**src/rtl/min_pkg.sv**
```systemverilog
`default_nettype none
// ----------------------------------------------------------------------------
// min_pkg : shared state type and default sizes for the min-reduce controller
// Revision: 1.0
// ----------------------------------------------------------------------------
package min_pkg;

  localparam int c_DEFAULT_WIDTH = 16;
  localparam int c_DEFAULT_CNT_W = 8;

  typedef enum logic [1:0] {
    IDLE  = 2'd0,
    ACCUM = 2'd1,
    DONE  = 2'd2
  } state_t;

endpackage
`default_nettype wire

```
**src/rtl/gt_uint_nbit.sv**
```systemverilog
`default_nettype none
// ----------------------------------------------------------------------------
// gt_uint_nbit : unsigned A > B magnitude comparator, selectable structure
// Revision: 1.0
// ----------------------------------------------------------------------------
module gt_uint_nbit #(
  parameter int WIDTH     = 16,
  parameter int IMPL_TYPE = 0
) (
  input  logic [WIDTH-1:0] i_a,
  input  logic [WIDTH-1:0] i_b,
  output logic             o_gt
);

  generate
    if (IMPL_TYPE == 0) begin : g_behav
      assign o_gt = (i_a > i_b);
    end else begin : g_ripple
      logic w_gt;

      // LSB-to-MSB chain: a higher differing bit always overrides lower ones
      always_comb begin
        w_gt = 1'b0;
        for (int i = 0; i < WIDTH; i++) begin
          w_gt = (i_a[i] & ~i_b[i]) | (~(i_a[i] ^ i_b[i]) & w_gt);
        end
      end

      assign o_gt = w_gt;
    end
  endgenerate

endmodule
`default_nettype wire

```
**src/rtl/min_reduce_ctrl.sv**
```systemverilog
`default_nettype none
// ----------------------------------------------------------------------------
// min_reduce_ctrl : streams a len-element frame, reports its minimum and index
// Revision: 1.0
// ----------------------------------------------------------------------------
module min_reduce_ctrl
  import min_pkg::*;
#(
  parameter int WIDTH     = c_DEFAULT_WIDTH,
  parameter int IMPL_TYPE = 0,
  parameter int CNT_W     = c_DEFAULT_CNT_W
) (
  input  logic             clk,
  input  logic             rst,
  input  logic             start,
  input  logic [CNT_W-1:0] len,
  input  logic             in_valid,
  input  logic [WIDTH-1:0] in_data,
  output logic             in_ready,
  output logic             out_valid,
  output logic [WIDTH-1:0] out_data,
  output logic [CNT_W-1:0] out_index,
  input  logic             out_ready,
  output logic             busy
);

  localparam logic [WIDTH-1:0] c_ALL_ONES = '1;
  localparam logic [CNT_W-1:0] c_CNT_ONE  = CNT_W'(1);

  state_t r_state;
  state_t w_state_next;

  logic [WIDTH-1:0] r_acc;
  logic [CNT_W-1:0] r_idx;
  logic [CNT_W-1:0] r_cnt;
  logic [CNT_W-1:0] r_len;
  logic [WIDTH-1:0] r_out_data;
  logic [CNT_W-1:0] r_out_index;

  logic w_accept;
  logic w_last;
  logic w_gt;

  gt_uint_nbit #(
    .WIDTH     (WIDTH),
    .IMPL_TYPE (IMPL_TYPE)
  ) u_gt (
    .i_a  (r_acc),
    .i_b  (in_data),
    .o_gt (w_gt)
  );

  assign w_accept = in_valid && (r_state == ACCUM);
  assign w_last   = (r_cnt == (r_len - c_CNT_ONE));

  always_ff @(posedge clk or posedge rst) begin
    if (rst) begin
      r_state <= IDLE;
    end else begin
      r_state <= w_state_next;
    end
  end

  always_comb begin
    w_state_next = r_state;
    unique case (r_state)
      IDLE: begin
        if (start) begin
          w_state_next = (len == '0) ? DONE : ACCUM;
        end
      end
      ACCUM: begin
        if (w_accept && w_last) begin
          w_state_next = DONE;
        end
      end
      DONE: begin
        if (out_ready) begin
          w_state_next = IDLE;
        end
      end
      default: w_state_next = IDLE;
    endcase
  end

  always_comb begin
    in_ready  = 1'b0;
    out_valid = 1'b0;
    busy      = 1'b1;
    unique case (r_state)
      IDLE:    busy      = 1'b0;
      ACCUM:   in_ready  = 1'b1;
      DONE:    out_valid = 1'b1;
      default: busy      = 1'b0;
    endcase
  end

  always_ff @(posedge clk or posedge rst) begin
    if (rst) begin
      r_acc       <= c_ALL_ONES;
      r_idx       <= '0;
      r_cnt       <= '0;
      r_len       <= '0;
      r_out_data  <= '0;
      r_out_index <= '0;
    end else begin
      unique case (r_state)
        IDLE: begin
          if (start) begin
            r_len <= len;
            r_acc <= c_ALL_ONES;
            r_idx <= '0;
            r_cnt <= '0;
            if (len == '0) begin
              r_out_data  <= c_ALL_ONES;
              r_out_index <= '0;
            end
          end
        end
        ACCUM: begin
          if (w_accept) begin
            r_cnt <= r_cnt + c_CNT_ONE;
            if (w_gt) begin
              r_acc <= in_data;
              r_idx <= r_cnt;
            end
            // Publish the winner of this final beat directly, giving 1-cycle latency
            if (w_last) begin
              r_out_data  <= w_gt ? in_data : r_acc;
              r_out_index <= w_gt ? r_cnt : r_idx;
            end
          end
        end
        default: begin
        end
      endcase
    end
  end

  assign out_data  = r_out_data;
  assign out_index = r_out_index;

endmodule
`default_nettype wire

```
**config.mk**
```make
export PLATFORM = sky130hd
export DESIGN_NAME = min_reduce_ctrl
export DESIGN_NICKNAME = d
export VERILOG_FILES = /design/src/rtl/min_pkg.sv /design/src/rtl/gt_uint_nbit.sv /design/src/rtl/min_reduce_ctrl.sv
export SDC_FILE = /design/constraint.sdc
export NUM_CORES = 1
export LEC_CHECK = 0
export ABC_CLOCK_PERIOD_IN_PS = 3750
export CORE_MARGIN = 2
export CORE_UTILIZATION = 55
export DETAILED_ROUTE_END_ITERATION = 10
export MAX_ROUTING_LAYER = met4
export PLACE_DENSITY_LB_ADDON = 0.12
export RECOVER_POWER = 100
export SYNTH_ARGS = -nofsm -noshare
export SYNTH_HDL_FRONTEND = slang
export SYNTH_HIERARCHICAL = 1
export SYNTH_SLANG_ARGS = --single-unit
```
**constraint.sdc**
```tcl
create_clock -name clk -period 3.75 [get_ports clk]
set_input_delay 0.375 -clock clk [delete_from_list [all_inputs] [get_ports clk]]
set_output_delay 0.375 -clock clk [all_outputs]
set_load 0.005 [all_outputs]
```
==> results of run 1 <==
==> placed cells by master (no fill, tap or decap), types with 2 or more instances in the layout <==
| master | Yosys | routed |
|---|---|---|
| o211ai_1 | 3 | 3 |
| nand4_1 | 8 | 8 |
| nor4_1 | 3 | 3 |
| inv_1 | 27 | 27 |
| and3_1 | 4 | 4 |
| buf_4 | 0 | 2 |
| a31oi_1 | 3 | 2 |
| clkbuf_8 | 0 | 10 |
| clkinvlp_4 | 0 | 2 |
| o22a_1 | 15 | 15 |
| ha_1 | 21 | 21 |
| mux2_2 | 15 | 15 |
| dfstp_2 | 16 | 16 |
| nor2_1 | 26 | 26 |
| nand3_1 | 4 | 4 |
| mux2i_1 | 25 | 25 |
| clkdlybuf4s50_1 | 0 | 26 |
| o21ai_0 | 13 | 14 |
| nor2b_1 | 21 | 21 |
| a22o_1 | 8 | 8 |
| nand2_1 | 33 | 33 |
| a211oi_1 | 16 | 16 |
| dlygate4sd3_1 | 0 | 29 |
| nand2b_1 | 6 | 6 |
| xor2_1 | 7 | 7 |
| a21oi_1 | 13 | 13 |
| nor3_1 | 4 | 4 |
| xnor2_1 | 4 | 4 |
| and3b_1 | 2 | 2 |
| clkbuf_1 | 14 | 4 |
| clkinv_2 | 0 | 3 |
| a2111o_1 | 2 | 2 |
| or3_1 | 4 | 4 |
| a311oi_1 | 2 | 2 |
| dfrtp_1 | 50 | 50 |
==> cell families after synthesis <==
family / count (synthesis) / share of synthesized area
multiplexers: 40 / 0.108
AO/OA/AOI/OAI: 82 / 0.154
AND/OR/NAND/NOR: 120 / 0.164
buffers and inverters: 46 / 0.0492
XOR/XNOR: 11 / 0.0249
adder cells (fa/ha/maj): 21 / 0.0679
flip-flops: 66 / 0.432
==> per-layer routing <==
layer	track usage	routed length [µm]	part of all wire	vias to the layer above
met5	-	0	0	-
met4	0.0965	153	0.019	0
met3	0.0339	374	0.046	15
met2	0.346	3620	0.45	79
met1	0.333	3980	0.49	1453
li1	-	-	-	1490
==> critical path: stages <==
cell and delay (ns):
dlygate4sd3_1 0.59, inv_1 0.06, ha_1 0.28, nor2b_1 0.13, o211ai_1 0.11, a2111o_1 0.41, a31oi_4 0.39, clkbuf_2 0.59
nor2b_1 0.11, a211oi_1 0.29, mux2i_1 0.12
==> report_power, final <==
group	total [µW]	internal [µW]	switching, µW
Sequential	1160	956	202
Combinational	1460	637	820
Clock	533	254	279
Total	3150	1850	1300
==> cell type report <==
class | count | area share
Clock inverter | 5 | 0.00644
Inverter | 27 | 0.0218
Clock buffer | 11 | 0.0303
Timing Repair Buffer | 61 | 0.125
Sequential cell | 66 | 0.359
Tap cell | 96 | 0.0258
Multi-Input combinational cell | 274 | 0.432
==> sequential cells by signal, indices dropped and copies added, names as in the netlist <==
signal     flops
r_len          8
r_idx          8
r_state        2
r_acc         16
out_index      8
out_data      16
r_cnt          8
==> worst max path at each step <==
stage / start / end / slack [ns] / cells past startpoint
floorplan: r_acc[0] / r_acc[0] / 1.15 / 11
global placement: in_data[1] / out_data[11] / 0.50 / 11
detailed placement: in_data[1] / r_idx[4] / 0.44 / 10
CTS: in_data[1] / r_idx[6] / 0.79 / 10
global route: in_data[1] / r_acc[13] / 0.27 / 11
finish: in_data[1] / out_data[10] / 0.48 / 11
==> stage by stage <==
stage / area, µm² / hold WS (ns) / setup WS [ns] / power, µW
6_report: 4660 / 0.503 / 0.478 / 3150
5_1_grt: 4660 / 0.529 / 0.270 / 3380
4_1_cts: 4680 / 0.502 / 0.789 / 3200
3_5_place_dp: 4510 / 0.482 / 0.439 / 2650
3_3_place_gp: 4510 / 0.460 / 0.499 / 2590
2_1_floorplan: 3870 / 0.446 / 1.15 / 2230
==> results.toml, run 1 <==
[clock_tree]
clk_latency_ns = 0.35
cts_root_buf = "clkbuf_8"
clk_pin_slew_ns = 0.07
cts_buffers = 9
cts_sinks = 66
cts_max_level = 3
holdBufCountCts = 0
cts_tree = "built"
clockBufferDepth = 2
cts_setup_buffers = 0
cts_resized = 0

[yosys]
synth_warnings = 6
synth_commonest_cells = "dfrtp_1 (50), nand2_1 (33), inv_1 (27)"
ys_ff_latch = 66
synth_area_leaders = "dfrtp_1 (32%), dfstp_2 (11%), ha_1 (6.8%), mux2i_1 (6.5%), mux2_2 (4.4%)"
synth_area_leader_cell = "dfrtp_1"
yosys.cell_count.top_type = "dfrtp_1"
synth_top_area_frac = 0.324
yosysSeqAreaShare = 0.432
ys_types = 44
synthArstFlopShare = 1.00
synth-edff-count = 0
syn-num-nets = 436
ys.flop_type = "dfrtp_1"
synth_area_um2 = 3870
netlist_instances = 386
syn_area_per_cell_um2 = 10.0

[grt]
grt_pass1_wl_mm = 13.9
grt_use_total = 0.237
antenna_found_initial = 0
grt_max_degree = 49
grt_pass1_vias = 3007
overflow = 0

[sta]
hold_viol = 0
setup_viol = 0
rsz0062_at_grt = "no"
fin_crit_sh = 0.873
clock_skew_ns = 0.00828
min_period_ns = 3.27
drv_slew = 49
worst_slew_pin_slew_ns = 1.79
fmax_mhz = 306
setup_tns_ns = 0
slew_headroom = -0.194

[critical_path]
endpoint_kind = "register"
r2r_end = "out_data[10]"
worstReg2RegStart = "r_acc[0]"
crit_fanout = 33
cp.required_ns = 3.95
cp-start-kind = "input port"
crit_type = "input port to register"
regToRegSetupSlack_ns = 0.69
rr_worst_depth = 10
cp.arrival_ns = 3.47

[placed_design]
gp_congestion = 0.917
io_buffers = 55
placedCellCount = 524
dp_hpwl_mm = 5.71

[power]
p_leak_uw = 0.00206
vdd_drop_max_mv = 0.589
power.density_nw_per_um2 = 676

[floorplan]
initial_core_util = 0.569
ioPinCount = 56
die-area_um2 = 7720
core-area_um2 = 6790
die_h_um = 87.9
die_w_um = 87.9
num_rows = 30

[layout]
layout-drive-gt1-share = 0.128
multi_input_area_um2 = 2010
post-route-util = 0.686
nFillCells = 550
seq_area_um2 = 1670
area_growth_syn_to_layout_pct = 20.5
antenna_cells = 0
layout.nets = 489
layoutNonFillerInstCount = 540

[run]
cap_violations = 1

[drt]
via_per_inst = 5.62
first_pass_iters = 4
initialDrtViolationCount = 168
drtAntennaViolNets = 0
vias = 3037
routedWlPerCell_um = 15.1
drt-total-wl_mm = 8.13
drc = 0

[min_path]
hp-class = "register to register"
hp-start = "r_idx[1]"
hold_depth = 1
whs_endpoint = "r_idx[1]"

[status]
status = "finished with violations"
violations = "capacitance limit, slew limit"
(Power assumes the default switching activity.)
==> inputs of run 2 (changes only) <==
--- a/config.mk
+++ b/config.mk
@@ -5,13 +5,13 @@
 export SDC_FILE = /design/constraint.sdc
 export NUM_CORES = 1
 export LEC_CHECK = 0
-export ABC_CLOCK_PERIOD_IN_PS = 3750
 export CORE_MARGIN = 2
 export CORE_UTILIZATION = 55
 export DETAILED_ROUTE_END_ITERATION = 10
 export MAX_ROUTING_LAYER = met4
 export PLACE_DENSITY_LB_ADDON = 0.12
 export RECOVER_POWER = 100
+export SLEW_MARGIN = 40
 export SYNTH_ARGS = -nofsm -noshare
 export SYNTH_HDL_FRONTEND = slang
 export SYNTH_HIERARCHICAL = 1
==> results.toml, run 2 (synthesized netlist as in run 1, its figures left out) <==
[grt]
busiest_layer = "met2"
grt_pass1_wl_mm = 13.8
overflow = 0
grt_max_degree = 49
grt.met3_usage = 0.0509
grtUsageMet2 = 0.355
grt_use_total = 0.238
grt_pass1_vias = 2927
antenna_found_initial = 0
use_met1 = 0.329

[drt]
routedWlPerCell_um = 15.2
vias = 3005
initialDrtViolationCount = 132
drc = 0
first_pass_iters = 4
drt-total-wl_mm = 8.18
drtAntennaViolNets = 0
via_per_inst = 5.56

[critical_path]
regToRegSetupSlack_ns = 0.76
cp-start-kind = "input port"
worstPathCellList = "dlygate4sd3_1 > inv_1 > ha_1 > nor2b_1 > o211ai_1 > a2111o_1 > a31oi_4 > inv_1 > a21oi_1 > clkbuf_1 > o22a_1"
cp_slowest_cell = "dlygate4sd3_1"
cp.required_ns = 4.04
crit_type = "input port to register"
cp.arrival_ns = 3.48
endpoint_kind = "register"
max_stage_delay_ns = 0.58
cpMostUsedCell = "inv_1"
crit_fanout = 15

[sta]
fmax_mhz = 313
slew_headroom = -0.416
rsz0062_at_grt = "no"
clock_skew_ns = 0.00893
setup_tns_ns = 0
min_period_ns = 3.20
hold_viol = 0
drv_slew = 49
worst_slew_pin_slew_ns = 2.11
setup_viol = 0
whs_ns = 0.512
fin_crit_sh = 0.852

[clock_tree]
clockBufferDepth = 2
cts_max_level = 3
clk_pin_slew_ns = 0.08
holdBufCountCts = 0
cts_tree = "built"
cts_setup_buffers = 0
clk_latency_ns = 0.35
cts_buffers = 9
cts_root_buf = "clkbuf_8"
cts_resized = 0
cts_sinks = 66

[run]
cap_violations = 1

[layout]
area_growth_syn_to_layout_pct = 20.3
layout.nets = 489
antenna_cells = 0
layout-drive-gt1-share = 0.131
layout_commonest_cell = "dfrtp_1"
nFillCells = 563
layout_common_cells = "dfrtp_1 (50), nand2_1 (33), dlygate4sd3_1 (29)"

[power]
p_leak_uw = 0.00205
power_uw = 3120
vdd_drop_max_mv = 0.534
power.density_nw_per_um2 = 670

[floorplan]
num_rows = 30
die_h_um = 87.9
ioPinCount = 56
die-area_um2 = 7720
die_w_um = 87.9
core-area_um2 = 6790
initial_core_util = 0.569

[placed_design]
io_buffers = 55
gp_congestion = 0.917
dp_hpwl_mm = 5.69

[status]
status = "finished with violations"
violations = "capacitance limit, slew limit"

[min_path]
hp-class = "register to register"
## run 2: changes by cell type in the layout (fill, tap and decap cells not counted)
cell | previous run | this run
inv_1 | 27 | 26
clkinv_2 | 3 | 4
clkinvlp_2 | 0 | 1
buf_4 | 2 | 3
clkbuf_2 | 1 | 0
clkbuf_8 | 10 | 9
## run 2: worst paths after layout
check	depth (start not counted)	end	start
worst max-delay path	11	r_acc[0]	in_data[1]
worst min-delay path	1	r_idx[1]	r_idx[1]
worst max register to register	10	r_acc[0]	r_acc[0]
worst min register to register	1	r_idx[1]	r_idx[1]
max in group asynchronous	3	out_data[14]	rst
min in group asynchronous	2	out_index[4]	rst
## run 2: cell type report
| cell class | count | area (µm²) | share of cell area |
|---|---|---|---|
| multi-input combinational | 274 | 2010 | 0.433 |
| sequential | 66 | 1670 | 0.359 |
| timing repair buffer | 61 | 584 | 0.126 |
| clock buffer | 10 | 128 | 0.0274 |
| tap | 96 | 120 | 0.0258 |
| inverter | 27 | 103 | 0.0220 |
| clock inverter | 6 | 35.0 | 0.00753 |
## run 2: where the power goes
part | internal (µW) | switching, µW | total, µW | leakage, µW
clock network | 235 | 281 | 516 | 0.0000818
logic | 638 | 808 | 1450 | 0.00121
registers | 956 | 202 | 1160 | 0.000760
## run 2: per-layer routing
metal,vias up,share of wire,wire length (µm)
met5,-,0,0
met4,0,0.0095,78
met3,6,0.053,435
met2,83,0.46,3750
met1,1429,0.48,3910
li1,1487,-,-
## run 2: critical path, delay by kind of cell
kind / cells / cell delay [ns]
buffers and inverters: 4 / 1.36
AND/OR/NAND/NOR: 1 / 0.13
adder cells (fa/ha/maj): 1 / 0.28
AO/OA/AOI/OAI: 5 / 1.34
## run 2: through the flow
step	setup WS [ns]	instances	cell area, µm²	utilization
global route	0.290	540	4650	0.685
floorplan	1.15	386	3870	-
detailed placement	0.438	524	4510	0.664
CTS	0.793	540	4670	0.688
global placement	0.499	524	4510	0.664
finish	0.554	540	4650	0.685
==> inputs of run 3 (changes only) <==
--- a/config.mk
+++ b/config.mk
@@ -5,8 +5,10 @@
 export SDC_FILE = /design/constraint.sdc
 export NUM_CORES = 1
 export LEC_CHECK = 0
+export CELL_PAD_IN_SITES_DETAIL_PLACEMENT = 0
+export CELL_PAD_IN_SITES_GLOBAL_PLACEMENT = 1
 export CORE_MARGIN = 2
-export CORE_UTILIZATION = 55
+export CORE_UTILIZATION = 46
 export DETAILED_ROUTE_END_ITERATION = 10
 export MAX_ROUTING_LAYER = met4
 export PLACE_DENSITY_LB_ADDON = 0.12
==> results.toml, run 3 (synthesized netlist as in run 1, its figures left out) <==
[drt]
drt-total-wl_mm = 8.18
vias = 2973
via_per_inst = 5.40
initialDrtViolationCount = 121
drtAntennaViolNets = 0
drc = 0
routedWlPerCell_um = 14.9
first_pass_iters = 4

[power]
power_frac_clock = 0.206
power_uw = 3290
vdd_drop_max_mv = 0.342
pwr-share-comb = 0.442
p_sw_frac = 0.396
internal_power_uw = 1990
p_leak_uw = 0.00209
seq_power_share = 0.352
power.density_nw_per_um2 = 694
switchingPower_uw = 1300

[floorplan]
num_rows = 33
die-area_um2 = 9160
ioPinCount = 56
core-area_um2 = 8180
initial_core_util = 0.473
die_w_um = 95.7
die_h_um = 95.7

[sta]
fin_crit_sh = 0.835
layout_setup_ws_ns = 0.620
min_period_ns = 3.13
setup_tns_ns = 0
setup_viol = 0
slew_headroom = -0.0844
rsz0062_at_grt = "no"
drv_slew = 67
clock_skew_ns = 0.00879
hold_viol = 0
fmax_mhz = 319
worst_slew_pin_slew_ns = 1.63

[clock_tree]
cts_tree = "built"
cts_sinks = 66
cts_buffers = 9
clockBufferDepth = 2
clk_latency_ns = 0.34
cts_max_level = 3
holdBufCountCts = 0
cts_setup_buffers = 0
cts_root_buf = "clkbuf_8"
clk_pin_slew_ns = 0.08
cts_resized = 0

[critical_path]
endpoint_kind = "register"
path_buf_inv = 3
cp-start-kind = "input port"
crit_fanout = 12
cp.arrival_ns = 3.40
crit_type = "input port to register"
worstPathCellList = "dlygate4sd3_1 > inv_1 > ha_1 > nor2b_1 > o211ai_1 > a2111o_1 > a31oi_4 > inv_1 > nor3_1 > a22o_1"
cpMostUsedCell = "inv_1"
cp.required_ns = 4.02
cp_slowest_cell = "nor3_1"
cpLargestDelayFamily = "compound AO/OA/AOI/OAI gates"
max_stage_delay_ns = 0.61

[placed_design]
dp_hpwl_mm = 5.77
placedCellCount = 535
place_ws_ns = 0.394
io_buffers = 55
gp_congestion = 0.808

[status]
status = "finished with violations"
violations = "capacitance limit, slew limit"

[grt]
antenna_found_initial = 0
grt_use_total = 0.198
grtUsageMet2 = 0.297
overflow = 0
grt_pass1_vias = 2916
use_met1 = 0.272
grt_pass1_wl_mm = 13.8
grt_max_degree = 67
grt.met3_usage = 0.0321
busiest_layer = "met2"

[layout]
post-route-util = 0.581
antenna_cells = 0
layout_commonest_cell = "dfrtp_1"
nFillCells = 751
layout_common_cells = "dfrtp_1 (50), nand2_1 (33), dlygate4sd3_1 (29)"
layout.nets = 491
layout-drive-gt1-share = 0.128
layoutNonFillerInstCount = 551
area_growth_syn_to_layout_pct = 22.7

[run]
cap_violations = 1

[min_path]
hp-class = "register to register"
## run 3: changes by cell type in the layout (fill, tap and decap cells not counted), sizes merged
cell | previous run | this run
clkbuf | 13 | 15
clkinvlp | 3 | 1
bufinv | 0 | 2
## run 3: through the flow
stage | area (µm²) | hold WS, ns
floorplan | 3870 | 0.446
global placement | 4540 | 0.464
detailed placement | 4540 | 0.483
CTS | 4770 | 0.506
global route | 4750 | 0.523
finish | 4750 | 0.506
## run 3: power groups by stage
stage          registers, µW  logic [µW]  clock network, µW
2_1_floorplan           1100        1130                  0
4_1_cts                 1160        1520                696
6_report                1160        1450                680
3_5_place_dp            1170        1510                  0
5_1_grt                 1190        1640                726
3_3_place_gp            1160        1480                  0
## run 3: cell type report
cell class	instances	area, µm²	share of cell area
Clock inverter	6	90.1	0.0190
Multi-Input combinational cell	274	2020	0.426
Tap cell	105	131	0.0277
Inverter	27	101	0.0214
Sequential cell	66	1670	0.352
Clock buffer	10	138	0.0290
Timing Repair Buffer	63	593	0.125
## run 3: routing by layer
metal	vias up	wire length [µm]
met5	-	0
met4	0	119
met3	10	273
met2	53	3650
met1	1420	4150
li1	1490	-
## run 3: final timing paths
path,endpoint,slack [ns],cells past startpoint,startpoint
setup / recovery,r_idx[2],0.62,10,in_data[1]
hold / removal,r_idx[6],0.51,1,r_idx[6]
setup reg to reg,r_idx[2],0.83,6,r_state[1]
hold reg to reg,r_idx[6],0.51,1,r_idx[6]
max in group asynchronous,out_data[3],1.73,3,rst
min in group asynchronous,out_data[11],1.03,3,rst
## run 3: worst reg2reg max path: stages (launching register included)
cell and delay [ns]:
dfrtp_1 0.40, inv_1 0.10, ha_1 0.34, clkbuf_1 0.49
inv_1 0.50, o21ai_0 0.79, a22o_1 0.24
